File: config.mk
export PLATFORM = sky130hd
export DESIGN_NAME = seg_bcd_feed_flat
export DESIGN_NICKNAME = d
export VERILOG_FILES = /design/src/rtl/seg_bcd_feed_if.sv /design/src/rtl/seg_bcd_feed.sv /design/src/flat_wrapper.sv
export SDC_FILE = /design/constraint.sdc
export NUM_CORES = 1
export LEC_CHECK = 0
export ABC_AREA = 1
export CORE_AREA = 5 5 101 65
export DETAILED_ROUTE_END_ITERATION = 12
export DIE_AREA = 0 0 106 70
export HOLD_SLACK_MARGIN = 0.15
export PLACE_DENSITY = 0.9
export SYNTH_ARGS = -nofsm -noshare
export SYNTH_HDL_FRONTEND = slang
export SYNTH_SLANG_ARGS = --single-unit
File: constraint.sdc
create_clock -name clk -period 5.7 [get_ports clk]
set_clock_uncertainty 0.1 [all_clocks]
set_input_delay 1.14 -clock clk [delete_from_list [all_inputs] [get_ports clk]]
set_output_delay 1.14 -clock clk [all_outputs]
set_load 0.02 [all_outputs]
File: src/rtl/seg_bcd_feed_if.sv
// Display-write bus between the CPU side and the digit feeder.
// The CPU side drives the request; the feeder returns digits and the load strobe.
interface seg_bcd_feed_if;
   logic        start;
   logic [15:0] value;
   logic        hex_mode;
   logic        busy;
   logic [3:0]  l0;
   logic [3:0]  l1;
   logic [3:0]  l2;
   logic [3:0]  l3;
   logic        LEDCtrl;
   logic        ovf;

   modport master (
      output start, value, hex_mode,
      input  busy, l0, l1, l2, l3, LEDCtrl, ovf
   );

   modport slave (
      input  start, value, hex_mode,
      output busy, l0, l1, l2, l3, LEDCtrl, ovf
   );
endinterface

File: src/rtl/seg_bcd_feed.sv
// Converts a 16-bit value to four digit codes (hex or double-dabble decimal)
// and strobes the seven-segment scanner once per complete digit set.
module seg_bcd_feed #(
   parameter logic [3:0] BLANK_CODE = 4'hE
) (
   input logic          clk,
   input logic          rst_n,
   seg_bcd_feed_if.slave bus
);

   typedef enum logic [1:0] {
      S_IDLE,
      S_SHIFT,
      S_DONE
   } state_t;

   state_t      r_state;
   state_t      w_next;
   logic [15:0] r_sr;
   logic [15:0] r_acc;
   logic [4:0]  r_cnt;
   logic [3:0]  r_l0;
   logic [3:0]  r_l1;
   logic [3:0]  r_l2;
   logic [3:0]  r_l3;
   logic        r_ovf;
   logic        r_led;
   logic [15:0] w_adj;
   logic [31:0] w_shift;
   logic        w_last;
   logic        w_big;

   // Nibble corrections all see the pre-edge accumulator.
   always_comb begin
      w_adj = r_acc;
      for (int i = 0; i < 4; i++) begin
         if (r_acc[4*i +: 4] >= 4'd5)
            w_adj[4*i +: 4] = r_acc[4*i +: 4] + 4'd3;
      end
      w_shift = {w_adj, r_sr} << 1;
      w_last  = (r_cnt == 5'd15);
      w_big   = (bus.value > 16'd9999);
   end

   always_comb begin
      w_next = r_state;
      unique case (r_state)
         S_IDLE: begin
            if (bus.start)
               w_next = (bus.hex_mode || w_big) ? S_DONE : S_SHIFT;
         end
         S_SHIFT: begin
            if (w_last)
               w_next = S_DONE;
         end
         S_DONE:  w_next = S_IDLE;
         default: w_next = S_IDLE;
      endcase
   end

   always_ff @(posedge clk or negedge rst_n) begin
      if (!rst_n) begin
         r_state <= S_IDLE;
         r_sr    <= '0;
         r_acc   <= '0;
         r_cnt   <= '0;
         r_l0    <= '0;
         r_l1    <= '0;
         r_l2    <= '0;
         r_l3    <= '0;
         r_ovf   <= 1'b0;
         r_led   <= 1'b0;
      end else begin
         r_state <= w_next;
         r_led   <= (w_next == S_DONE);
         unique case (r_state)
            S_IDLE: begin
               if (bus.start) begin
                  if (bus.hex_mode) begin
                     r_l3  <= bus.value[15:12];
                     r_l2  <= bus.value[11:8];
                     r_l1  <= bus.value[7:4];
                     r_l0  <= bus.value[3:0];
                     r_ovf <= 1'b0;
                  end else if (w_big) begin
                     r_l3  <= BLANK_CODE;
                     r_l2  <= BLANK_CODE;
                     r_l1  <= BLANK_CODE;
                     r_l0  <= BLANK_CODE;
                     r_ovf <= 1'b1;
                  end else begin
                     r_sr  <= bus.value;
                     r_acc <= '0;
                     r_cnt <= '0;
                  end
               end
            end
            S_SHIFT: begin
               r_acc <= w_shift[31:16];
               r_sr  <= w_shift[15:0];
               if (w_last) begin
                  r_l3  <= w_shift[31:28];
                  r_l2  <= w_shift[27:24];
                  r_l1  <= w_shift[23:20];
                  r_l0  <= w_shift[19:16];
                  r_ovf <= 1'b0;
               end else begin
                  r_cnt <= r_cnt + 5'd1;
               end
            end
            default: ;
         endcase
      end
   end

   assign bus.busy    = (r_state != S_IDLE);
   assign bus.LEDCtrl = r_led;
   assign bus.ovf     = r_ovf;
   assign bus.l0      = r_l0;
   assign bus.l1      = r_l1;
   assign bus.l2      = r_l2;
   assign bus.l3      = r_l3;

endmodule
File: src/flat_wrapper.sv
// flat-port wrapper written by rule: the top's interface ports become plain ports
module seg_bcd_feed_flat 
#(
   parameter logic [3:0] BLANK_CODE = 4'hE
)
  (clk, rst_n, bus_start, bus_value, bus_hex_mode, bus_busy, bus_l0, bus_l1, bus_l2, bus_l3, bus_LEDCtrl, bus_ovf);
  seg_bcd_feed_if bus_i ();
  input logic clk;
  input logic rst_n;
  input wire logic [$bits(bus_i.start)-1:0] bus_start;
  input wire logic [$bits(bus_i.value)-1:0] bus_value;
  input wire logic [$bits(bus_i.hex_mode)-1:0] bus_hex_mode;
  output wire logic [$bits(bus_i.busy)-1:0] bus_busy;
  output wire logic [$bits(bus_i.l0)-1:0] bus_l0;
  output wire logic [$bits(bus_i.l1)-1:0] bus_l1;
  output wire logic [$bits(bus_i.l2)-1:0] bus_l2;
  output wire logic [$bits(bus_i.l3)-1:0] bus_l3;
  output wire logic [$bits(bus_i.LEDCtrl)-1:0] bus_LEDCtrl;
  output wire logic [$bits(bus_i.ovf)-1:0] bus_ovf;
  assign bus_i.start = bus_start;
  assign bus_i.value = bus_value;
  assign bus_i.hex_mode = bus_hex_mode;
  assign bus_busy = bus_i.busy;
  assign bus_l0 = bus_i.l0;
  assign bus_l1 = bus_i.l1;
  assign bus_l2 = bus_i.l2;
  assign bus_l3 = bus_i.l3;
  assign bus_LEDCtrl = bus_i.LEDCtrl;
  assign bus_ovf = bus_i.ovf;
  seg_bcd_feed #(.BLANK_CODE(BLANK_CODE)) u_core (.clk(clk), .rst_n(rst_n), .bus(bus_i));
endmodule
### Word-level counts from Yosys, hierarchy flattened

Index checks and enable logic that the tools add are counted.

| storage, ports and cells | value |
|---|---|
| register bits | 57 |
| latch bits | 0 |
| memory bits (writable) | 0 |
| memory bits (read-only) | 0 |
| input port bits | 20 |
| output and inout bits | 19 |
| word-level logic and storage cells | 79 |
| memories kept | 0 |

| operators by class | value |
|---|---|
| $add $sub $neg | 5 |
| multipliers | 0 |
| div/mod/pow operators | 0 |
| order comparisons | 5 |
| eq/ne operators | 9 |
| shifts and indexed selects | 0 |
| muxes and demuxes | 43 |
| bitwise operators | 0 |
| reductions and logical operators | 7 |

Operators with widths:

| kind | number |
|---|---|
| 2-to-1 mux 16 bit | 6 |
| 2-to-1 mux 4 bit | 16 |
| case mux 16 bit (2 select lines) | 2 |
| case mux 4 bit (2 select lines) | 4 |
| 2-to-1 mux 5 bit | 4 |
| >= comparator 4 x 3 -> 1 bit, second input constant | 4 |
| greater-than comparator 16 x 14 -> 1 bit, second input constant | 1 |
| adder 4 x 2 -> 4 bit, second input constant | 3 |
| case mux 5 bit (2 select lines) | 1 |
| inequality test 2 bit, second input constant | 4 |
| AND reduction 4 bit | 2 |
| 2-to-1 mux 2 bit | 3 |
| adder 5 x 1 -> 5 bit, second input constant | 1 |
| equality test 5 x 4 -> 1 bit, second input constant | 1 |
| AND reduction 5 bit | 1 |
| 2-to-1 mux 1 bit | 4 |
| case mux 2 bit (2 select lines) | 1 |
| nonzero test 2 bit | 2 |
| adder 3 x 2 -> 3 bit, second input constant | 1 |
| 2-to-1 mux 3 bit | 1 |
| inequality test 3 x 2 -> 1 bit, second input constant | 1 |
| equality test 2 x 1 -> 1 bit, second input constant | 1 |
| equality test 2 bit, second input constant | 1 |
| zero test 2 bit | 1 |
| other kinds (3) | 3 |

### Logic depth before layout (Yosys ltp)

| depth | value |
|---|---|
| depth after elaboration | 6 |
| gate-level depth with buffers | 11 |
| mapped depth without buffers | 10 |

### Least setup slack after synthesis

Ideal clock, no wire load.

| path | value |
|---|---|
| path kind | in2reg |
| from | input bus_hex_mode |
| to | register u_core.r_sr[10] |
| arrival | 2.002 ns |
| required time | 5.479 ns |
| path slack | 3.477 ns |
| stages | 8 |
| buffers on the path | 2 |
| path through | clkbuf_1 -> nor3_1 -> nand3_2 -> nand2_4 -> inv_4 -> buf_6 -> nand2_1 -> nand2_1 |

| between the ends | value |
|---|---|
| longest elaborated chain between the ends | 2 |

Ends and longest elaborated chain:

| what | RTL line | RTL |
|---|---|---|
| start: declaration | flat_wrapper.sv:12 | `input wire logic [$bits(bus_i.hex_mode)-1:0] bus_hex_mode;` |
| inequality test 2 bit (no line) | - |  |
| AND reduction 4 bit (no line) | - |  |
| end signal: assignment | seg_bcd_feed.sv:92 | `r_sr <= bus.value;` |
| end signal: assignment | seg_bcd_feed.sv:100 | `r_sr <= w_shift[15:0];` |
| end: declaration | seg_bcd_feed.sv:19 | `logic [15:0] r_sr;` |

No other way between the ends.
A chain may end at the register's enable or synchronous reset.

### Worst setup path in the final report

| path | value |
|---|---|
| from | register u_core.r_state[1] |
| to | output bus_busy |

| between the ends | value |
|---|---|
| longest elaborated chain between the ends | 1 |

Ends and longest elaborated chain:

| what | RTL line | RTL |
|---|---|---|
| start: declaration | seg_bcd_feed.sv:17 | `state_t r_state;` |
| start signal: assignment | seg_bcd_feed.sv:74 | `r_state <= w_next;` |
| nonzero test 2 bit | seg_bcd_feed.sv:116 | `assign bus.busy = (r_state != S_IDLE);` |
| end: declaration | flat_wrapper.sv:13 | `output wire logic [$bits(bus_i.busy)-1:0] bus_busy;` |

No other way between the ends.

==> impl_metrics.ini <==
[outcome]
status = finished clean

[grt]
grt_first_pass_wirelength_um = 13400
grt_max_degree = 58
grt_antenna_before_repair = 0
grt_pass1_vias = 2707
grt.overflow.total = 0
grt_usage_pct = 23.0

[synth]
synth_cells = 414
ys_seq_elements = 57
synth.avg_cell_area_um2 = 7.77
ys_top_cells_by_area = dfrtp_1 44%, nand2_1 15%, inv_1 6.7%
synth_top_area_share_pct = 44.4
syn_area_um2 = 3220
yosysTopAreaCell = dfrtp_1
ys_types = 30
synth_nets = 444
ys_warn_count = 0
yosysSeqAreaShare_pct = 44.4

[clock_network]
postCtsSetupBuffers = 0
clock_latency_ns = 0.34
cts-root-buf = clkbuf_8
cts.sinks = 57
cts_tree = built
postCtsHoldBufs = 0
cts_buffer_depth = 2
cts_buffers = 9
htreeDepth = 3
ctsResizeCount = 0
path_clk_slew_ns = 0.07

[power_and_ir_drop]
peakVddDrop_uv = 232
swShare_pct = 39.3
switchingPower_w = 0.000658
seqPwrFrac_pct = 39.7
leakage_nw = 1.94
p_clk_share_pct = 22.5
p_per_area_nw_per_um2 = 442
comb_power_share_pct = 37.7
intPower_w = 0.00102

[cells_and_area]
mostFrequentLayoutCell = nand2_1
drive_gt1_share_pct = 12.0
final_nets = 483
n_antenna_cell = 0
layout_common_cells = 125 x nand2_1, 57 x inv_1, 57 x dfrtp_1
area_growth_pct = 17.9
final_util_pct = 69.4

[sta]
fin_crit_sh_pct = 50.1
finalMaxSlewViolations = 0
setup_slack_ns = 2.84
setup_viol = 0
max_freq_mhz = 350
maxSlewHeadroom_pct = 51.4
fin_tns_setup_ns = 0
rsz0062_at_grt = false
min_period_ns = 2.86
hold_viol = 0
worst_pin_slew_ns = 0.729

[die]
fp.dieH_um = 70
start_util_pct = 58.8
core_region_area_um2 = 5470
rows = 21
num_io_pins = 39
fp.dieW_um = 106
dieArea_um2 = 7420

[setup_path]
cp_num_buf_inv = 2
end_kind = output pin
cp_data_required_time_ns = 4.46
critPathMaxStageDelay_ns = 0.65
crit_arrival_ns = 1.62
crit_fanout = 4
critical_path_class = register to output pin
cp_top_family = buffers and inverters
start_kind = register
slowest_stage = clkdlybuf4s50_1
crit_chain = inv_1 > nand2_1 > clkdlybuf4s50_1

[run]
max_cap_viol_count = 0

[placement]
io_buffers = 38
post-place-ws_ns = 2.58
place_hpwl_um = 5650
gp_congestion = 0.904

[drt]
first_iter_violations = 342
antenna_left = 0
vias_per_cell = 5.57
firstDrtPassIters = 6
drt_drc_violations_left = 0
drt-total-wl_um = 7990
vias = 2936
wl_per_cell_um = 15.2

[hold_path]
hp-class = register to register
[cell families (layout without fill, tap and decap cells)]
family                     count (synthesis)  count (layout)  share of synthesized area (%)
buffers and inverters                     71             115                           10.1
adders and majority gates                 10              10                           3.89
DFF                                       57              57                           44.4
and+or+nand+nor                          222             222                           30.7
AOI/OAI and AO/OA                         53              53                           10.7
xor gates and xnor gates                   1               1                          0.272
[path summary, 6_finish.rpt]
kind | slack (ns) | endpoint | startpoint | cells after the start
worst max-delay path | 2.84 | bus_busy | u_core.r_state[1] | 3
worst min-delay path | 0.38 | u_core.r_sr[4] | u_core.r_sr[4] | 2
worst max register to register | 3.51 | u_core.bus.l3[2] | u_core.r_state[1] | 10
worst min register to register | 0.38 | u_core.r_sr[4] | u_core.r_sr[4] | 2
max in group asynchronous | 4.18 | u_core.r_cnt[0] | rst_n | 2
min in group asynchronous | 0.82 | u_core.r_acc[7] | rst_n | 2
[state kept, by name, indices dropped and copies added, names as in the netlist]
signal and cells:
u_core.bus.LEDCtrl 1, u_core.bus.l3 4, u_core.bus.l2 4, u_core.r_sr 16, u_core.r_cnt 5, u_core.bus.ovf 1, u_core.r_acc 16, u_core.bus.l1 4
u_core.r_state 2, u_core.bus.l0 4
[cells in the mapped netlist]
| cell | count |
|---|---|
| or2_0 | 2 |
| and3_1 | 1 |
| clkbuf_1 | 1 |
| o22ai_1 | 3 |
| o21ai_1 | 1 |
| buf_6 | 6 |
| nand2_1 | 125 |
| nand2_4 | 1 |
| nand3_1 | 23 |
| nand3_2 | 3 |
| o211ai_1 | 1 |
| a21oi_1 | 4 |
| inv_4 | 1 |
| nand2_2 | 4 |
| nor3_1 | 1 |
| or2_2 | 3 |
| inv_1 | 57 |
| buf_2 | 5 |
| o21ai_0 | 27 |
| nor2_1 | 39 |
| nand3b_1 | 1 |
| ha_1 | 10 |
| nand3_4 | 2 |
| dfrtp_1 | 57 |
| nand4_1 | 13 |
| buf_4 | 1 |
| o21ai_2 | 16 |
| nor2_2 | 4 |
| a21oi_4 | 1 |
| xor2_1 | 1 |
[power by group through the flow]
| stage | logic, W | registers, W | clock network [W] |
|---|---|---|---|
| after floorplan | 0.000403 | 0.000681 | 0 |
| after global placement | 0.000585 | 0.000658 | 0 |
| after detailed placement | 0.000622 | 0.000665 | 0 |
| after CTS | 0.000627 | 0.000661 | 0.000382 |
| after global routing | 0.000710 | 0.000682 | 0.000404 |
| final | 0.000633 | 0.000666 | 0.000378 |
[through the flow]
stage / hold WS (ns) / total power (W) / cells / instance area [um2]
final: 0.377 / 0.00168 / 527 / 3790
after global routing: 0.388 / 0.00180 / 527 / 3790
after CTS: 0.375 / 0.00167 / 527 / 3790
after detailed placement: 0.358 / 0.00129 / 511 / 3600
after global placement: 0.356 / 0.00124 / 511 / 3600
after floorplan: 0.342 / 0.00108 / 414 / 3220
[cell type report]
class | instances | area [um2]
well taps | 69 | 86.3
repair buffers | 41 | 398
clock inverters | 6 | 57.6
multi-input cells | 286 | 1470
fillers | 432 | 1670
clock buffers | 10 | 138
flip-flops and latches | 57 | 1430
inverters | 58 | 220
[worst register-to-register path, cell delays in order, from the launching register on]
cell and delay (ns):
dfrtp_1 0.41, nor2_2 0.11, buf_4 0.31, inv_1 0.08, buf_4 0.24, nor2_1 0.13, inv_1 0.11, nand2_2 0.16
nand3_4 0.21, nand2_1 0.15, nand2_1 0.08
[routing by layer]
layer / up-vias / global-route usage, % / routed length [um]
li1: 1385 / - / -
met1: 1378 / 32.5 / 3640
met2: 156 / 34.1 / 3510
met3: 17 / 7.55 / 742
met4: 0 / 5.75 / 108
met5: - / 0 / 0
Note: power is estimated with default switching activity, not from simulation.
